### config.mk
export PLATFORM = sky130hd
export DESIGN_NAME = load_store_unit
export DESIGN_NICKNAME = d
export VERILOG_FILES = /design/src/rtl/load_store_unit.sv
export SDC_FILE = /design/constraint.sdc
export NUM_CORES = 1
export LEC_CHECK = 0
export BUFFER_PORTS_ARGS = -buffer_cell sky130_fd_sc_hd__buf_2
export CORE_ASPECT_RATIO = 1.2
export CORE_MARGIN = 3
export CORE_UTILIZATION = 53
export DETAILED_ROUTE_END_ITERATION = 10
export HOLD_SLACK_MARGIN = 0.12
export PLACE_DENSITY = 0.95
export SYNTH_ARGS = -nofsm -noshare
export SYNTH_HDL_FRONTEND = slang
export SYNTH_SLANG_ARGS = --single-unit
export TNS_END_PERCENT = 5
### constraint.sdc
create_clock -name clk -period 3.8 [get_ports clk]
set_input_delay 0.57 -clock clk [delete_from_list [all_inputs] [get_ports clk]]
set_output_delay 0.57 -clock clk [all_outputs]
set_load 0.01 [all_outputs]
### src/rtl/load_store_unit.sv
// Purpose : single-outstanding LOAD/STORE engine between decode and the data bus.
// Latency : accept cycle 0, bus_valid cycle 1; zero-wait load writes back cycle 2, idle cycle 3.
// Backpr. : req_ready only in IDLE; bus_ready stalls BUS (optional timeout -> fault).
//
// Ports:
//   clk, rst                 clock, asynchronous active-high reset
//   req_valid/req_ready      decode handshake; req_store/req_byte/req_signed/req_addr/req_reg
//   rf_index, rf_store       register-file memory port read (rf_store combinational on rf_index)
//   rf_load, rf_load_en      register-file write, one-cycle strobe
//   bus_valid/bus_ready      data bus handshake; bus_we/bus_addr/bus_wdata/bus_wstrb, bus_rdata
//   busy, fault              status; fault is a one-cycle pulse
module load_store_unit #(
  parameter int TIMEOUT_CYCLES = 255
) (
  input  logic        clk,
  input  logic        rst,
  input  logic        req_valid,
  output logic        req_ready,
  input  logic        req_store,
  input  logic        req_byte,
  input  logic        req_signed,
  input  logic [15:0] req_addr,
  input  logic [3:0]  req_reg,
  output logic [3:0]  rf_index,
  input  logic [15:0] rf_store,
  output logic [15:0] rf_load,
  output logic        rf_load_en,
  output logic        bus_valid,
  input  logic        bus_ready,
  output logic        bus_we,
  output logic [15:0] bus_addr,
  output logic [15:0] bus_wdata,
  output logic [1:0]  bus_wstrb,
  input  logic [15:0] bus_rdata,
  output logic        busy,
  output logic        fault
);

  localparam int CW = (TIMEOUT_CYCLES < 2) ? 1 : $clog2(TIMEOUT_CYCLES + 1);
  localparam logic [CW-1:0] CNT_LAST = CW'(TIMEOUT_CYCLES - 1);
  localparam bit TO_EN = (TIMEOUT_CYCLES != 0);

  typedef enum logic [1:0] {S_IDLE, S_BUS, S_WB, S_FAULT} state_t;

  // Only the fields needed after accept; the bus address is registered directly.
  typedef struct packed {
    logic       store;
    logic       byte_acc;
    logic       sgn;
    logic       lsb;
    logic [3:0] rd;
  } req_t;

  state_t        state;
  req_t          req_q;
  logic [CW-1:0] cnt;

  logic [7:0]  rd_byte;
  logic [15:0] load_fmt;
  logic [15:0] store_dat;
  logic [15:0] store_bus;
  logic [1:0]  store_strb;

  always_comb begin
    rd_byte    = req_q.lsb ? bus_rdata[15:8] : bus_rdata[7:0];
    load_fmt   = bus_rdata;
    if (req_q.byte_acc)
      load_fmt = {(req_q.sgn ? {8{rd_byte[7]}} : 8'h00), rd_byte};
    // r0 is hardwired zero regardless of what the register file returns.
    store_dat  = (req_reg == 4'd0) ? 16'h0000 : rf_store;
    store_bus  = req_byte ? {2{store_dat[7:0]}} : store_dat;
    store_strb = 2'b00;
    if (req_store)
      store_strb = req_byte ? (req_addr[0] ? 2'b10 : 2'b01) : 2'b11;
  end

  // Gated by rst so the address output reads zero during reset even though IDLE muxes req_reg.
  assign rf_index = rst ? 4'd0 : ((state == S_IDLE) ? req_reg : req_q.rd);

  always_ff @(posedge clk or posedge rst) begin
    if (rst) begin
      state      <= S_IDLE;
      req_q      <= '0;
      cnt        <= '0;
      req_ready  <= 1'b0;
      busy       <= 1'b0;
      fault      <= 1'b0;
      bus_valid  <= 1'b0;
      bus_we     <= 1'b0;
      bus_addr   <= 16'h0000;
      bus_wdata  <= 16'h0000;
      bus_wstrb  <= 2'b00;
      rf_load    <= 16'h0000;
      rf_load_en <= 1'b0;
    end else begin
      case (state)
        S_IDLE: begin
          req_ready  <= 1'b1;
          busy       <= 1'b0;
          fault      <= 1'b0;
          rf_load_en <= 1'b0;
          if (req_valid && req_ready) begin
            req_q     <= '{store: req_store, byte_acc: req_byte, sgn: req_signed,
                           lsb: req_addr[0], rd: req_reg};
            cnt       <= '0;
            req_ready <= 1'b0;
            busy      <= 1'b1;
            if (!req_byte && req_addr[0]) begin
              state <= S_FAULT;
              fault <= 1'b1;
            end else begin
              state     <= S_BUS;
              bus_valid <= 1'b1;
              bus_we    <= req_store;
              bus_addr  <= {req_addr[15:1], 1'b0};
              bus_wdata <= store_bus;
              bus_wstrb <= store_strb;
            end
          end
        end

        S_BUS: begin
          if (bus_ready) begin
            bus_valid <= 1'b0;
            if (req_q.store) begin
              state     <= S_IDLE;
              busy      <= 1'b0;
              req_ready <= 1'b1;
            end else begin
              state      <= S_WB;
              rf_load    <= load_fmt;
              // Loads to r0 still read the bus but never write back.
              rf_load_en <= (req_q.rd != 4'd0);
            end
          end else if (TO_EN && cnt == CNT_LAST) begin
            // Timeout reuses the FAULT state for its one-cycle pulse.
            bus_valid <= 1'b0;
            fault     <= 1'b1;
            state     <= S_FAULT;
          end else begin
            cnt <= cnt + CW'(1);
          end
        end

        S_WB: begin
          rf_load_en <= 1'b0;
          busy       <= 1'b0;
          req_ready  <= 1'b1;
          state      <= S_IDLE;
        end

        S_FAULT: begin
          fault     <= 1'b0;
          busy      <= 1'b0;
          req_ready <= 1'b1;
          state     <= S_IDLE;
        end

        default: state <= S_IDLE;
      endcase
    end
  end

endmodule

==> results of run 1 <==
worst register-to-register path, cell delays in order, from the launching register on:
cell and delay (ps):
dfrtp_1 620, nand4bb_1 210, or2_2 830, mux2_4 380
metrics by stage:
| stage | cell area, sq um | instances | total power (uW) |
|---|---|---|---|
| 2_1_floorplan | 3330 | 297 | 2240 |
| 3_3_place_gp | 3960 | 483 | 2660 |
| 3_5_place_dp | 3960 | 483 | 2720 |
| 4_1_cts | 4170 | 499 | 3340 |
| 5_1_grt | 4170 | 499 | 3540 |
| 6_report | 4170 | 499 | 3320 |
layer usage:
metal | GRT usage | up-vias
met1 | 0.239 | 1315
met5 | 0 | -
met4 | 0.118 | 0
met2 | 0.372 | 109
met3 | 0.0457 | 18
li1 | - | 1276
cell type report:
class	instances	area [sq um]
repair buffers	120	608
multi-input cells	203	1410
flip-flops and latches	73	1830
inverters	5	18.8
clock inverters	4	51.3
fillers	433	1880
clock buffers	12	155
well taps	82	103
worst min path at each step:
stage | end | slack [ps] | depth (start not counted)
finish | bus_addr[4] | 460 | 2
global route | bus_addr[8] | 450 | 2
CTS | bus_addr[3] | 450 | 2
detailed placement | bus_wdata[9] | 470 | 2
global placement | bus_wdata[8] | 460 | 2
floorplan | cnt[4] | 450 | 1
power groups by stage:
stage                     clock network [uW]  registers, uW  logic (uW)
after floorplan                            0           1470         771
after global placement                     0           1380        1280
after detailed placement                   0           1390        1330
after CTS                                623           1380        1340
after global routing                     656           1440        1450
final                                    612           1390        1320
cells by family after synthesis:
family,synth area share
adders and majority gates,0.00751
DFF,0.548
buffers and inverters,0.0323
other,0.00113
and+or+nand+nor,0.140
AOI/OAI and AO/OA,0.113
muxes,0.159
state kept, by name, summed over array words and instances, names as in the netlist:
name,cells
busy,1
rf_load_en,1
bus_addr,15
bus_valid,1
bus_wstrb,2
bus_we,1
fault,1
bus_wdata,16
state,2
req_ready,1
rf_load,16
cnt,8
req_q,8
synth_stat cells (all sizes together), types with 2 or more instances:
library cell / number
ha: 2
o21ai: 20
nand3: 6
nor4: 3
inv: 5
nor2: 13
nand2: 45
mux2i: 21
o22a: 8
nand2b: 4
or2: 3
nor3b: 2
dfrtp: 73
nand4: 3
mux2: 23
o31ai: 9
nor2b: 10
clkbuf: 4
a21oi: 15
a31oi: 3
buf: 12
cells in the final DEF (no fill, tap or decap), types with 2 or more instances in the layout:
cell      synthesis  final
nor2_1           13     13
nand2b_1          4      4
nand3_1           6      6
nand4_1           3      3
o21ai_0          19     19
buf_4             1      3
nor4_1            3      2
nand2_1          45     45
nor2b_1          10     10
o22a_1            8      8
mux2_4           16     16
clkbuf_8          0     11
mux2i_1          21     21
dfrtp_1          73     73
buf_2             8    117
mux2_2            7      7
a21oi_1          15     15
ha_1              2      2
o31ai_1           9      9
a31oi_1           3      3
or2_2             2      3
inv_1             5      4
==> metrics.yaml, run 1 <==
outcome:
  status: "finished, final reports clean"
timing:
  fin_crit_ps: 2280
  clock_skew_ps: 7.43
  hold_violations: 0
  max_slew.worst_pin.slew_ps: 1080
  timing.hold.ws_ps: 459
  setup_tns_ps: 0
  slew_headroom: 0.278
  finalCritPeriodShare: 0.599
  fmax_mhz: 439
  grt_setup_unrepaired: "no"
  layout_setup_ws_ps: 1520
  setup_violations: 0
  final_max_slew_viol_count: 0
floorplan:
  chipHeight_um: 92.9
  core_area_sq_um: 6050
  fp-row-count: 31
  initial_core_util: 0.551
  dieWidth_um: 78.4
  dieArea_sq_um: 7280
  io_pins: 119
worst_setup_path:
  rrSetupSlack_ps: 1660
  critPathKind: "flop to primary output"
  cp.arrival_ps: 1710
  ff2ff_path_depth: 3
  endpoint_kind: "primary output"
  required_ps: 3230
  critical-path-top-delay-family: "flip-flops"
  cp.depth: 4
  reg2reg_to: "bus_addr[2]"
  r2r-start: "state[0]"
  critical_path.startpoint: "state[0]"
  worst-path-buf-inv: 1
  critical_path.endpoint: "rf_index[1]"
  start_kind: "flop"
  cpPeakStageDelay_ps: 540
  worstPathMaxFanout: 17
  crit_chain: "nor2_1 > nand2_1 > a21oi_1 > buf_2"
  slowest_stage: "dfrtp_1"
grt:
  grt_antenna_before_repair: 0
  gr-total-overflow: 0
  grt_max_degree: 56
  grt_pass1_wl_um: 12000
  track_usage: 0.213
  grt_pass1_vias: 2662
yosys:
  synth.distinct_cells: 41
  synth_seq_cells: 73
  synth_cells: 297
  yosys_warnings: 0
  synth.avg_cell_area_sq_um: 11.2
  synth_seq_area_share: 0.548
  synth_top_cell_by_area: "dfrtp_1"
  synth_area_sq_um: 3330
  synth_top_area_share: 0.548
  yosys-top-cells-area: "dfrtp_1 (55%), mux2_4 (7.2%), mux2i_1 (6.3%)"
  async_flop_share: 1.00
  synth-main-ff-cell: "dfrtp_1"
  synth_edf_count: 0
  syn_nets: 358
detailed_routing:
  drc: 0
  wl_per_cell_um: 15.1
  routed_wirelength_um: 7520
  ant_nets: 0
  top_layer: "met4"
  num_vias: 2718
  wl_met2_um: 3790
  routed_via_density: 5.45
  dr_wl_met3_um: 536
  routedLengthMet1_um: 2960
  dr.pass1.iters: 4
  drtIter0Drc: 200
finish:
  drive_above_1_share: 0.393
  area.growth.synth_to_final_pct: 25.0
  fin_util: 0.689
  nets: 473
  diodes: 0
power:
  power_leakage_uw: 0.00217
  p_int_uw: 2130
  power_frac_seq: 0.418
  p_switching_uw: 1200
  ir_drop_uv: 403
  pwr-share-clk: 0.184
  p_per_area_nw_per_um2: 798
  swShare: 0.360
  comb_power_share: 0.398
clock_tree:
  postCtsHoldBufs: 0
  htreeDepth: 3
  clock-sinks: 73
  cts_post_setup_buffers_inserted: 0
  clk_pin_slew_ps: 70
  cts_buffer_depth: 2
  cts_tree: "yes"
  post_cts_resize_count: 0
  cts-root-buf: "clkbuf_8"
  numCtsBuffers: 9
  clkLatencyLatePin_ps: 340
hold_path:
  hold_class: "input pin to flop"
  hp-start: "req_addr[4]"
place:
  place_congestion: 0.803
  place_ws_ps: 1410
  io_buffers: 117
  hpwlAfterDp_um: 5380
job:
  cap_violations: 0
No activity file was read; power rests on OpenSTA's default activity.
==> run 2: changes to the inputs <==
--- a/config.mk
+++ b/config.mk
@@ -5,13 +5,14 @@
 export SDC_FILE = /design/constraint.sdc
 export NUM_CORES = 1
 export LEC_CHECK = 0
+export ABC_AREA = 1
 export BUFFER_PORTS_ARGS = -buffer_cell sky130_fd_sc_hd__buf_2
 export CORE_ASPECT_RATIO = 1.2
 export CORE_MARGIN = 3
-export CORE_UTILIZATION = 53
+export CORE_UTILIZATION = 50
 export DETAILED_ROUTE_END_ITERATION = 10
 export HOLD_SLACK_MARGIN = 0.12
-export PLACE_DENSITY = 0.95
+export PLACE_DENSITY = 0.92
 export SYNTH_ARGS = -nofsm -noshare
 export SYNTH_HDL_FRONTEND = slang
 export SYNTH_SLANG_ARGS = --single-unit
==> constraint.sdc (replaced) <==
create_clock -name clk -period 2.31 [get_ports clk]
set_input_delay 0.3465 -clock clk [delete_from_list [all_inputs] [get_ports clk]]
set_output_delay 0.3465 -clock clk [all_outputs]
set_load 0.01 [all_outputs]
==> run 2 against run 1 <==
Sequential cell count is the same. Clock power is 44% higher. Worst setup slack worse by 1200 ps. Register-to-register slack worse by 1400 ps. Die area is 7.1% higher. Power grew 60%. Utilization shrank 4.0 points. Global-route usage is 1.3 points higher. Worst hold slack lost 260 ps. Synthesized cell count grew 35%. Sequential share of layout area down 0.44 points. Cell count is 23% higher. Largest cell class unchanged.
==> metrics.yaml, run 2 <==
yosys:
  synth_seq_area_share: 0.540
  synth.avg_cell_area_sq_um: 8.42
  yosys-top-cells-area: "dfrtp_1 (54%), nand2_1 (16%), nand3_1 (4.7%)"
  syn_nets: 463
  synth.area.mux_share: 0
  synth_seq_cells: 73
  synth_edf_count: 0
  yosys.area_share.simple: 0.274
  synth_area_sq_um: 3390
  synth_top_area_share: 0.540
  synth_compound_area_frac: 0.119
  synthTopCellsByCount: "nand2_1 (143), dfrtp_1 (73), nand3_1 (32), nor2_1 (32), a21oi_1 (24)"
  async_flop_share: 1.00
  synth_xor_area_frac: 0.00776
  synth_fa_ha_area_frac: 0.00739
  synth_top_family_by_area: "simple AND/OR/NAND/NOR gates"
  yosys_warnings: 0
  synth_cells: 402
  synth-main-ff-cell: "dfrtp_1"
  synth.distinct_cells: 29
  yosys.cell_count.top_type: "nand2_1"
  synth_top_cell_by_area: "dfrtp_1"
detailed_routing:
  routed_wirelength_um: 8370
  drc: 0
  num_vias: 3215
  routed_via_density: 5.25
  wl_per_cell_um: 13.7
  ant_nets: 0
  drtIter0Drc: 227
  dr.pass1.iters: 4
worst_setup_path:
  critPathKind: "flop to flop"
  start_kind: "flop"
  crit_chain: "nor2_4 > inv_2 > nor2_4 > inv_2 > nor2_8 > inv_4 > nand2_1 > o21ai_2"
  rrSetupSlack_ps: 300
  worstPathMaxFanout: 43
  required_ps: 2530
  cp.arrival_ps: 2230
  endpoint_kind: "flop"
  slowest_stage: "dfrtp_1"
  cpPeakStageDelay_ps: 450
timing:
  slew_headroom: 0.585
  final_max_slew_viol_count: 0
  timing.hold.ws_ps: 199
  finalCritPeriodShare: 0.869
  max_slew.worst_pin.slew_ps: 621
  clock_skew_ps: 8.51
  fmax_mhz: 498
  setup_tns_ps: 0
  grt_setup_unrepaired: "no"
  hold_violations: 0
  setup_violations: 0
  fin_crit_ps: 2010
floorplan:
  chipHeight_um: 96.1
  core_area_sq_um: 6490
  fp-row-count: 32
  initial_core_util: 0.522
  dieWidth_um: 81.1
  io_pins: 119
  dieArea_sq_um: 7800
clock_tree:
  htreeDepth: 3
  numCtsBuffers: 9
  cts_buffer_depth: 2
  cts-root-buf: "clkbuf_8"
  clock-sinks: 73
  cts_tree: "yes"
  postCtsHoldBufs: 1
  clkLatencyLatePin_ps: 340
  post_cts_resize_count: 0
  clk_pin_slew_ps: 80
  cts_post_setup_buffers_inserted: 0
finish:
  fin_util: 0.649
  nets: 583
  diodes: 0
  most-common-layout-cells: "nand2_1 (143), buf_2 (117), dfrtp_1 (73)"
  drive_above_1_share: 0.307
  area.growth.synth_to_final_pct: 24.4
  reg.largest.list: "bus_wdata (16), rf_load (16), bus_addr (15)"
  layoutNonFillerInstCount: 612
  final_common_cell: "nand2_1"
  n_fill_cell: 525
  final_area_sq_um: 4210
grt:
  grt_antenna_before_repair: 0
  grt_max_degree: 44
  track_usage: 0.226
  grt_pass1_wl_um: 13700
  grt_pass1_vias: 2971
  gr-total-overflow: 0
outcome:
  status: "finished, final reports clean"
power:
  ir_drop_uv: 701
  power_leakage_uw: 0.00222
  p_per_area_nw_per_um2: 1260
place:
  place_area_sq_um: 4030
  io_buffers: 117
  place_congestion: 0.832
  dp_cells: 595
  hpwlAfterDp_um: 6260
job:
  cap_violations: 0
hold_path:
  hold_class: "input pin to flop"
run 2: cell count changes after synthesis, sizes merged, moves of 10 or more:
cell	before	now
inv	5	19
mux2	23	0
mux2i	21	0
nand2	45	144
nand3	6	32
nor2	13	35
nor2b	10	0
run 2: cells by family after synthesis:
family | Yosys count
buffers and inverters | 34
AOI/OAI and AO/OA | 68
other | 1
adders and majority gates | 2
and+or+nand+nor | 221
DFF | 73
xor gates and xnor gates | 3
run 2: worst paths after layout:
check	to	cells after the start	from
min reg2reg	bus_valid	2	bus_valid
min in group asynchronous	bus_addr[11]	3	rst
max	bus_wdata[14]	8	state[0]
max reg2reg	bus_wdata[14]	8	state[0]
min	bus_addr[7]	3	req_addr[7]
max in group asynchronous	bus_wdata[13]	4	rst
run 2: per-stage QoR:
stage / setup slack, ps / total power, uW
floorplan: 110 / 3630
global placement: 428 / 4350
detailed placement: 337 / 4460
CTS: 323 / 5340
global route: 126 / 5740
finish: 303 / 5320
run 2: cell type report:
class	instances	area [sq um]	area share
Inverter	20	77.6	0.0184
Clock inverter	6	42.5	0.0101
Sequential cell	73	1830	0.434
Clock buffer	10	128	0.0303
Timing Repair Buffer	123	646	0.153
Multi-Input combinational cell	295	1380	0.329
Tap cell	85	106	0.0253
run 2: power breakdown:
part | switching [uW] | internal, uW
sequential | 397 | 1840
clock | 487 | 392
combinational | 1380 | 830
run 2: layer usage:
layer	up-vias	track usage	routed length, um
li1	1544	-	-
met1	1516	0.286	3290
met2	143	0.379	4340
met3	12	0.0496	588
met4	0	0.0817	147
met5	-	0	0
run 2: critical path, delay by kind of cell (launching register included):
| kind | cells | cell delay, ps |
|---|---|---|
| simple gates | 4 | 870 |
| buf+inv | 3 | 510 |
| flops | 1 | 450 |
| compound gates | 1 | 50 |
